### src/rtl/seq_pattern_detector.sv
`default_nettype none
// ============================================================================
// Module      : seq_pattern_detector
// Description : Parametrised Mealy serial-pattern detector. Compares the last
//               N accepted bits of the serial stream x against a runtime-
//               programmable pattern and pulses y in the same cycle as the
//               final pattern bit. Overlapping or non-overlapping matching is
//               chosen by parameter. A saturating match counter with a sticky
//               saturation flag feeds the stream-monitor/debug path.
// Ports       : clk          in   1      rising-edge clock
//               reset_n      in   1      asynchronous active-low reset
//               en           in   1      sample x this cycle, else hold state
//               x            in   1      serial data bit
//               load         in   1      load pattern_in, flush history
//               pattern_in   in   N      new pattern, MSB is first bit in
//               clr_count    in   1      synchronous clear of counter/flag
//               y            out  1      Mealy match pulse
//               match_count  out  CNT_W  saturating match count
//               count_sat    out  1      sticky counter-saturated flag
// Revision    : 1.0 - initial release
// ============================================================================
module seq_pattern_detector #(
  parameter int             N       = 3,
  parameter logic [N-1:0]   PATTERN = 3'b101,
  parameter bit             OVERLAP = 1'b1,
  parameter int             CNT_W   = 8
) (
  input  logic             clk,
  input  logic             reset_n,
  input  logic             en,
  input  logic             x,
  input  logic             load,
  input  logic [N-1:0]     pattern_in,
  input  logic             clr_count,
  output logic             y,
  output logic [CNT_W-1:0] match_count,
  output logic             count_sat
);

  // fill counter only needs to reach N-1
  localparam int                FILL_W      = $clog2(N);
  localparam logic [FILL_W-1:0] c_fill_full = FILL_W'(N - 1);
  localparam logic [CNT_W-1:0]  c_cnt_max   = '1;

  logic [N-1:0]     r_pat;
  logic [N-2:0]     r_hist;
  logic [FILL_W-1:0] r_fill;
  logic [CNT_W-1:0] r_match_count;
  logic             r_count_sat;

  logic [N-2:0]     w_shift;
  logic             w_full;
  logic             w_match;
  logic [CNT_W-1:0] w_cnt_inc;

  // History shifted by one accepted bit; a 1-bit history is just x.
  if (N == 2) begin : g_shift_single
    assign w_shift = x;
  end else begin : g_shift_multi
    assign w_shift = {r_hist[N-3:0], x};
  end

  assign w_full    = (r_fill == c_fill_full);
  // Window is the stored N-1 bits plus the bit arriving now, so the match is
  // flagged in the same cycle as the last pattern bit.
  assign w_match   = en & ~load & w_full & ({r_hist, x} == r_pat);
  assign w_cnt_inc = r_match_count + 1'b1;

  assign y           = w_match;
  assign match_count = r_match_count;
  assign count_sat   = r_count_sat;

  // Pattern, history and fill tracking
  always_ff @(posedge clk or negedge reset_n) begin
    if (!reset_n) begin
      r_pat  <= PATTERN;
      r_hist <= '0;
      r_fill <= '0;
    end else if (load) begin
      r_pat  <= pattern_in;
      r_hist <= '0;
      r_fill <= '0;
    end else if (en) begin
      if (w_match && !OVERLAP) begin
        // Non-overlapping: the next match must be built from fresh bits.
        r_hist <= '0;
        r_fill <= '0;
      end else begin
        r_hist <= w_shift;
        if (!w_full) begin
          r_fill <= r_fill + 1'b1;
        end
      end
    end
  end

  // Saturating match counter; clear takes precedence over a coincident match.
  always_ff @(posedge clk or negedge reset_n) begin
    if (!reset_n) begin
      r_match_count <= '0;
      r_count_sat   <= 1'b0;
    end else if (clr_count) begin
      r_match_count <= '0;
      r_count_sat   <= 1'b0;
    end else if (w_match && (r_match_count != c_cnt_max)) begin
      r_match_count <= w_cnt_inc;
      if (w_cnt_inc == c_cnt_max) begin
        r_count_sat <= 1'b1;
      end
    end
  end

endmodule
`default_nettype wire

### config.mk
export PLATFORM = sky130hd
export DESIGN_NAME = seq_pattern_detector
export DESIGN_NICKNAME = d
export VERILOG_FILES = /design/src/rtl/seq_pattern_detector.sv
export SDC_FILE = /design/constraint.sdc
export NUM_CORES = 1
export LEC_CHECK = 0
export ABC_CLOCK_PERIOD_IN_PS = 3300
export CAP_MARGIN = 30
export CORE_MARGIN = 2
export CORE_UTILIZATION = 30
export CTS_CLUSTER_SIZE = 16
export DETAILED_ROUTE_END_ITERATION = 8
export PLACE_DENSITY = 0.52
export SLEW_MARGIN = 40
export SYNTH_ARGS = -nofsm -noshare
export SYNTH_HDL_FRONTEND = slang
export SYNTH_SLANG_ARGS = --single-unit
export TNS_END_PERCENT = 100
### constraint.sdc
create_clock -name clk -period 3.3 [get_ports clk]
set_input_delay 0.825 -clock clk [delete_from_list [all_inputs] [get_ports clk]]
set_output_delay 0.825 -clock clk [all_outputs]
set_load 0.05 [all_outputs]
==> results of run 1 <==
how the worst max path moves through the flow:
stage | from | to | slack [ns] | cells past startpoint
final | en | y | 0.48 | 5
after global routing | en | y | 0.40 | 5
after CTS | en | y | 0.46 | 5
after detailed placement | en | y | 0.46 | 5
after global placement | en | y | 0.49 | 5
after floorplan | load | y | 0.81 | 5
cells in the final DEF (no fill, tap or decap), drive strengths merged, types with 2 or more instances in the layout:
| cell type | instances |
|---|---|
| clkdlybuf4s50 | 16 |
| dfrtp | 14 |
| nor2 | 11 |
| inv | 5 |
| mux2 | 5 |
| xnor2 | 4 |
| nand4 | 4 |
| nand2 | 4 |
| a21oi | 4 |
| clkbuf | 4 |
| buf | 4 |
| ha | 3 |
| nand3 | 2 |
| o311ai | 2 |
| o41ai | 2 |
| a211oi | 2 |
| mux2i | 2 |
| nor2b | 2 |
| nor4 | 2 |
| xor2 | 2 |
| dfstp | 2 |
| o21ai | 2 |
power groups by stage:
stage               sequential, mW  combinational, mW  clock [mW]
detailed placement           0.214             0.0448           0
global route                 0.212             0.0490       0.153
global placement             0.214             0.0438           0
finish                       0.210             0.0429       0.130
CTS                          0.211             0.0449       0.137
floorplan                    0.214             0.0258           0
routing by layer:
layer | wire length (um) | share of wire | vias up | GRT usage
met5 | 0 | 0 | - | 0
met4 | 27 | 0.015 | 0 | 0.0698
met3 | 47 | 0.027 | 2 | 0.0201
met2 | 846 | 0.48 | 14 | 0.190
met1 | 844 | 0.48 | 335 | 0.163
li1 | - | - | 349 | -
cell type report:
class	count	area, um2	area share
clock buffer	4	36.3	0.0325
inverter	5	18.8	0.0168
multi-input combinational	60	418	0.375
sequential	16	403	0.361
tap	31	38.8	0.0348
timing repair buffer	20	200	0.180
stage by stage:
| stage | instance area (um2) | utilization |
|---|---|---|
| after floorplan | 865 | - |
| after global placement | 1080 | 0.393 |
| after detailed placement | 1080 | 0.393 |
| after CTS | 1120 | 0.406 |
| after global routing | 1110 | 0.404 |
| final | 1110 | 0.404 |
registers in the layout (all words and copies together) (netlist names):
name,flops
count_sat,1
match_count,8
r_fill,2
r_hist,2
r_pat,3
kinds of logic after synthesis:
group / after synthesis / share of synthesized area
DFF: 16 / 0.466
AOI/OAI and AO/OA: 14 / 0.116
muxes: 7 / 0.0883
buffers and inverters: 9 / 0.0506
xor gates and xnor gates: 6 / 0.0608
adders and majority gates: 3 / 0.0434
and+or+nand+nor: 30 / 0.175
worst reg2reg max path, cell delays in order (launching register included):
cell,delay [ns]
sky130_fd_sc_hd__dfrtp_1,0.37
sky130_fd_sc_hd__inv_1,0.09
sky130_fd_sc_hd__ha_1,0.16
sky130_fd_sc_hd__and3b_1,0.16
sky130_fd_sc_hd__nand4_1,0.15
sky130_fd_sc_hd__buf_4,0.22
sky130_fd_sc_hd__nor4_1,0.33
sky130_fd_sc_hd__mux2_1,0.35
==> summary.md, run 1 <==
## STA
- clock skew: 0.00405 ns
- worst rel slew slack: 0.670
- unrepaired setup endpoints after global routing: false
- final number of max-transition violations: 0
- pin slew with the least headroom to its limit: 0.494 ns
- setup TNS after final layout: 0 ns
- count of final setup violators: 0
- final critical path time including I/O delays and setup: 2.82 ns
- share of the clock period used by the worst path after layout: 0.855
- number of failing hold endpoints at the final stage: 0
- worst path setup slack after routing: 0.478 ns
- Fmax achieved: 354 MHz
- Min Hold Slack: 0.433 ns

## Route
- Initial DRC Count: 8
- Final ANT Viol Nets: 0
- vias post-DR: 700
- WL final: 1770 um
- drt first pass iters: 4
- Residual DRC: 0
- post-DR wirelength/cell: 13.0 um
- mean number of vias per cell: 5.15

## Critical path
- cell with the largest stage delay on the worst path: sky130_fd_sc_hd__clkdlybuf4s50_1
- critical path data required time: 2.47 ns
- startpoint of the lowest-slack register-to-register path: r_fill[0]$_DFFE_PN0P_
- arrival time at the worst endpoint: 2.00 ns
- R2R cell count: 7
- Max FO, Critical Path: 4
- CP bufs+invs: 3
- setup slack on the worst flop-to-flop path: 1.36 ns
- kind of capture point of the worst setup path: primary output
- delay of the slowest cell on the worst path: 0.55 ns
- CP cell instances: clkdlybuf4s50_1 > and3b_1 > nand4_1 > inv_2 > buf_12
- Worst Setup Start Kind: input port
- family with the most delay on the worst path: buffers and inverters
- Critical Setup Path Class: in -> out
- Worst R2R End: match_count[7]$_DFFE_PN0P_

## Placed design
- port buffer count: 18
- placed wire-length estimate after detailed placement: 1310 um
- total placed cells including tap cells: 132
- worst slack at placement: 0.462 ns
- placer congestion estimate: 0.794

## Pwr
- largest vdd supply drop: 0.000148 V
- Static Leak: 0.460 nW
- net switching power of the design: 0.0878 mW
- Combinational Power Share: 0.112
- fraction of power consumed by sequential logic: 0.549
- Total Power: 0.384 mW
- Net Sw Frac: 0.229
- share of total power in the clock network: 0.339
- total power divided by cell area: 344 nW/um2
- internal power: 0.296 mW

## Final layout
- signed area change from the synthesized netlist to the final layout: 28.9%
- Antenna Cells: 0
- share of cells above drive strength 1: 0.133
- count of non-filler cells in the finished layout: 136
- Post-layout nets: 118
- Filler cells: 284

## Synth
- share of the yosys chip area belonging to registers: 0.466
- most common library cells after synthesis: sky130_fd_sc_hd__dfrtp_1, sky130_fd_sc_hd__nor2_1
- cells after synthesis: 85
- Post-Synthesis Mean Instance Area: 10.2 um2
- netlist area before placement: 865 um2
- warnings from Yosys: 0
- count of cell types in the netlist: 32
- share of synthesized flip-flops with an asynchronous set or reset: 1.00
- Yosys reg bits: 16
- most frequently used cell type in the post-synthesis netlist: sky130_fd_sc_hd__dfrtp_1
- most used flip-flop cell after synthesis: sky130_fd_sc_hd__dfrtp_1
- cell type contributing the most total cell area after synthesis: sky130_fd_sc_hd__dfrtp_1
- cell types occupying the most area after synthesis: sky130_fd_sc_hd__dfrtp_1, sky130_fd_sc_hd__dfstp_2, sky130_fd_sc_hd__nor2_1, sky130_fd_sc_hd__ha_1, sky130_fd_sc_hd__xnor2_1
- number of nets produced by synthesis: 97
- area share of the largest cell type after synthesis: 0.405
- number of flops mapped to enable cells by yosys: 0

## Outcome
- outcome: finished clean

## Clock tree
- hold buffer count at cts: 0
- TritonCTS Buffers: 3
- clk sink count: 16
- number of buffers on the longest clock path: 2
- Clk pin slew, worst setup/hold paths: 0.10 ns
- total of cells resized after clock tree synthesis: 0
- count of buffers added by post-CTS timing repair for setup: 0
- clock tree from TritonCTS: done
- clock insertion delay at the later pin of the skew report: 0.28 ns
- H-tree level count: 1
- cell chosen for the clock root: sky130_fd_sc_hd__clkbuf_4

## Floorplanning
- initial core utilization: 0.314
- count of pins on the block boundary: 19
- Die Span Y: 57.7 um
- core region area: 2760 um2
- Die W: 57.7 um
- number of placement rows: 19
- Total Die Area: 3330 um2

## Global route
- GRT Total Usage: 0.123
- initial antenna violation count: 0
- vias in the first global route: 686
- total grt overflow: 0
- largest net degree at the start of global routing: 17
- wire length of the first global-routing pass: 3130 um

## Hold path
- worst min-delay path class: in -> async

## Flow run
- MaxCap Viol Count: 0

(Power assumes the default switching activity.)
==> run 2, diff against run 1 <==
CORE_UTILIZATION = 40   (was 30)
CTS_CLUSTER_DIAMETER = 60   (was not set)
PLACE_DENSITY = 0.66   (was 0.52)
==> run 2 against run 1 <==
Effect of this change:
- core utilization grew 15 points
- register-to-register slack gained 0.04 ns
- count of clock-buffer cells in the layout is the same
- global-route usage grew 4.0 points
- combinational power grew 2%
- routed wire length is essentially flat
- largest power group unchanged
==> summary.md, run 2 (synthesis gave the netlist of run 1 again) <==
## Route
- WL final: 1770 um
- drt first pass iters: 5
- vias post-DR: 711
- Residual DRC: 0
- mean number of vias per cell: 5.39
- Final ANT Viol Nets: 0
- Initial DRC Count: 7
- post-DR wirelength/cell: 13.4 um

## Global route
- vias in the first global route: 652
- GRT Total Usage: 0.163
- total grt overflow: 0
- wire length of the first global-routing pass: 3060 um
- largest net degree at the start of global routing: 17
- initial antenna violation count: 0

## Pwr
- Combinational Power Share: 0.113
- Net Sw Frac: 0.231
- Static Leak: 0.460 nW
- share of total power in the clock network: 0.341
- total power divided by cell area: 346 nW/um2
- Total Power: 0.386 mW
- net switching power of the design: 0.0893 mW
- largest vdd supply drop: 0.000318 V
- fraction of power consumed by sequential logic: 0.545
- internal power: 0.297 mW

## Floorplanning
- Total Die Area: 2550 um2
- number of placement rows: 16
- initial core utilization: 0.432
- core region area: 2000 um2
- Die Span Y: 50.5 um
- count of pins on the block boundary: 19
- Die W: 50.5 um

## Final layout
- Post-layout nets: 118
- Antenna Cells: 0
- leading cell type in the layout, fill and taps excluded: sky130_fd_sc_hd__clkdlybuf4s50_1
- signed area change from the synthesized netlist to the final layout: 28.9%
- top library cells by usage in the layout, fill and taps aside: sky130_fd_sc_hd__clkdlybuf4s50_1, sky130_fd_sc_hd__dfrtp_1, sky130_fd_sc_hd__nor2_1
- share of cells above drive strength 1: 0.124
- number of flip-flops under the largest register name: 8

## STA
- Fmax achieved: 357 MHz
- unrepaired setup endpoints after global routing: false
- pin slew with the least headroom to its limit: 0.719 ns
- final critical path time including I/O delays and setup: 2.80 ns
- number of failing hold endpoints at the final stage: 0
- worst path setup slack after routing: 0.501 ns
- worst rel slew slack: 0.519
- share of the clock period used by the worst path after layout: 0.848
- count of final setup violators: 0
- setup TNS after final layout: 0 ns
- final number of max-transition violations: 0
- clock skew: 0.00409 ns

## Critical path
- arrival time at the worst endpoint: 1.97 ns
- Critical Setup Path Class: in -> out
- Max FO, Critical Path: 4
- Worst Setup Start Kind: input port
- critical path data required time: 2.47 ns
- kind of capture point of the worst setup path: primary output

## Placed design
- port buffer count: 18
- worst slack at placement: 0.494 ns
- placed wire-length estimate after detailed placement: 1340 um
- placer congestion estimate: 0.856

## Clock tree
- clock insertion delay at the later pin of the skew report: 0.29 ns
- H-tree level count: 1
- count of buffers added by post-CTS timing repair for setup: 0
- cell chosen for the clock root: sky130_fd_sc_hd__clkbuf_4
- TritonCTS Buffers: 3
- clk sink count: 16
- number of buffers on the longest clock path: 2
- hold buffer count at cts: 0
- clock tree from TritonCTS: done
- Clk pin slew, worst setup/hold paths: 0.09 ns
- total of cells resized after clock tree synthesis: 0

## Flow run
- MaxCap Viol Count: 0

## Outcome
- outcome: finished clean

## Hold path
- worst min-delay path class: reg -> reg

## run 2: cell count changes in the layout (fill, tap and decap cells not counted), sizes merged
cell           previous run  this run
clkdlybuf4s50            16        17
buf                       4         3
## run 2: per-stage QoR
stage	instance area [um2]	hold WS, ns	utilization	cells
2_1_floorplan	865	0.484	-	85
3_3_place_gp	1080	0.502	0.539	128
3_5_place_dp	1080	0.512	0.539	128
4_1_cts	1110	0.534	0.557	132
5_1_grt	1110	0.579	0.557	132
6_report	1110	0.525	0.557	132
## run 2: metal layers
layer  track usage  share of wire  vias up
li1              -              -      348
met5             0              0        -
met1         0.210           0.50      342
met3        0.0357          0.029        4
met4        0.0811          0.024        0
met2         0.257           0.45       17
## run 2: path summary, 6_finish.rpt
check / from / endpoint / slack, ns / depth (start not counted)
worst max-delay path: en / y / 0.50 / 5
worst min-delay path: r_fill[1]$_DFFE_PN0P_ / r_fill[1]$_DFFE_PN0P_ / 0.52 / 2
worst max register to register: r_fill[0]$_DFFE_PN0P_ / match_count[5]$_DFFE_PN0P_ / 1.40 / 7
worst min register to register: r_fill[1]$_DFFE_PN0P_ / r_fill[1]$_DFFE_PN0P_ / 0.52 / 2
max in group asynchronous: reset_n / match_count[4]$_DFFE_PN0P_ / 1.89 / 1
min in group asynchronous: reset_n / count_sat$_DFFE_PN0P_ / 0.96 / 1
## run 2: cell type report
| class | instances | area, um2 |
|---|---|---|
| inverters | 5 | 18.8 |
| clock buffers | 4 | 36.3 |
| fillers | 185 | 887 |
| multi-input cells | 60 | 418 |
| well taps | 27 | 33.8 |
| flip-flops and latches | 16 | 403 |
| repair buffers | 20 | 205 |
## run 2: power groups by stage
stage / clock network (mW) / logic [mW] / registers [mW]
after floorplan: 0 / 0.0258 / 0.214
after global placement: 0 / 0.0435 / 0.214
after detailed placement: 0 / 0.0445 / 0.214
after CTS: 0.137 / 0.0445 / 0.211
after global routing: 0.148 / 0.0490 / 0.212
final: 0.132 / 0.0437 / 0.210
## run 2: worst max-delay path, stage by stage
cell and delay [ns]:
sky130_fd_sc_hd__clkdlybuf4s50_1 0.55, sky130_fd_sc_hd__and3b_1 0.18, sky130_fd_sc_hd__nand4_1 0.14, sky130_fd_sc_hd__inv_2 0.14, sky130_fd_sc_hd__buf_12 0.14
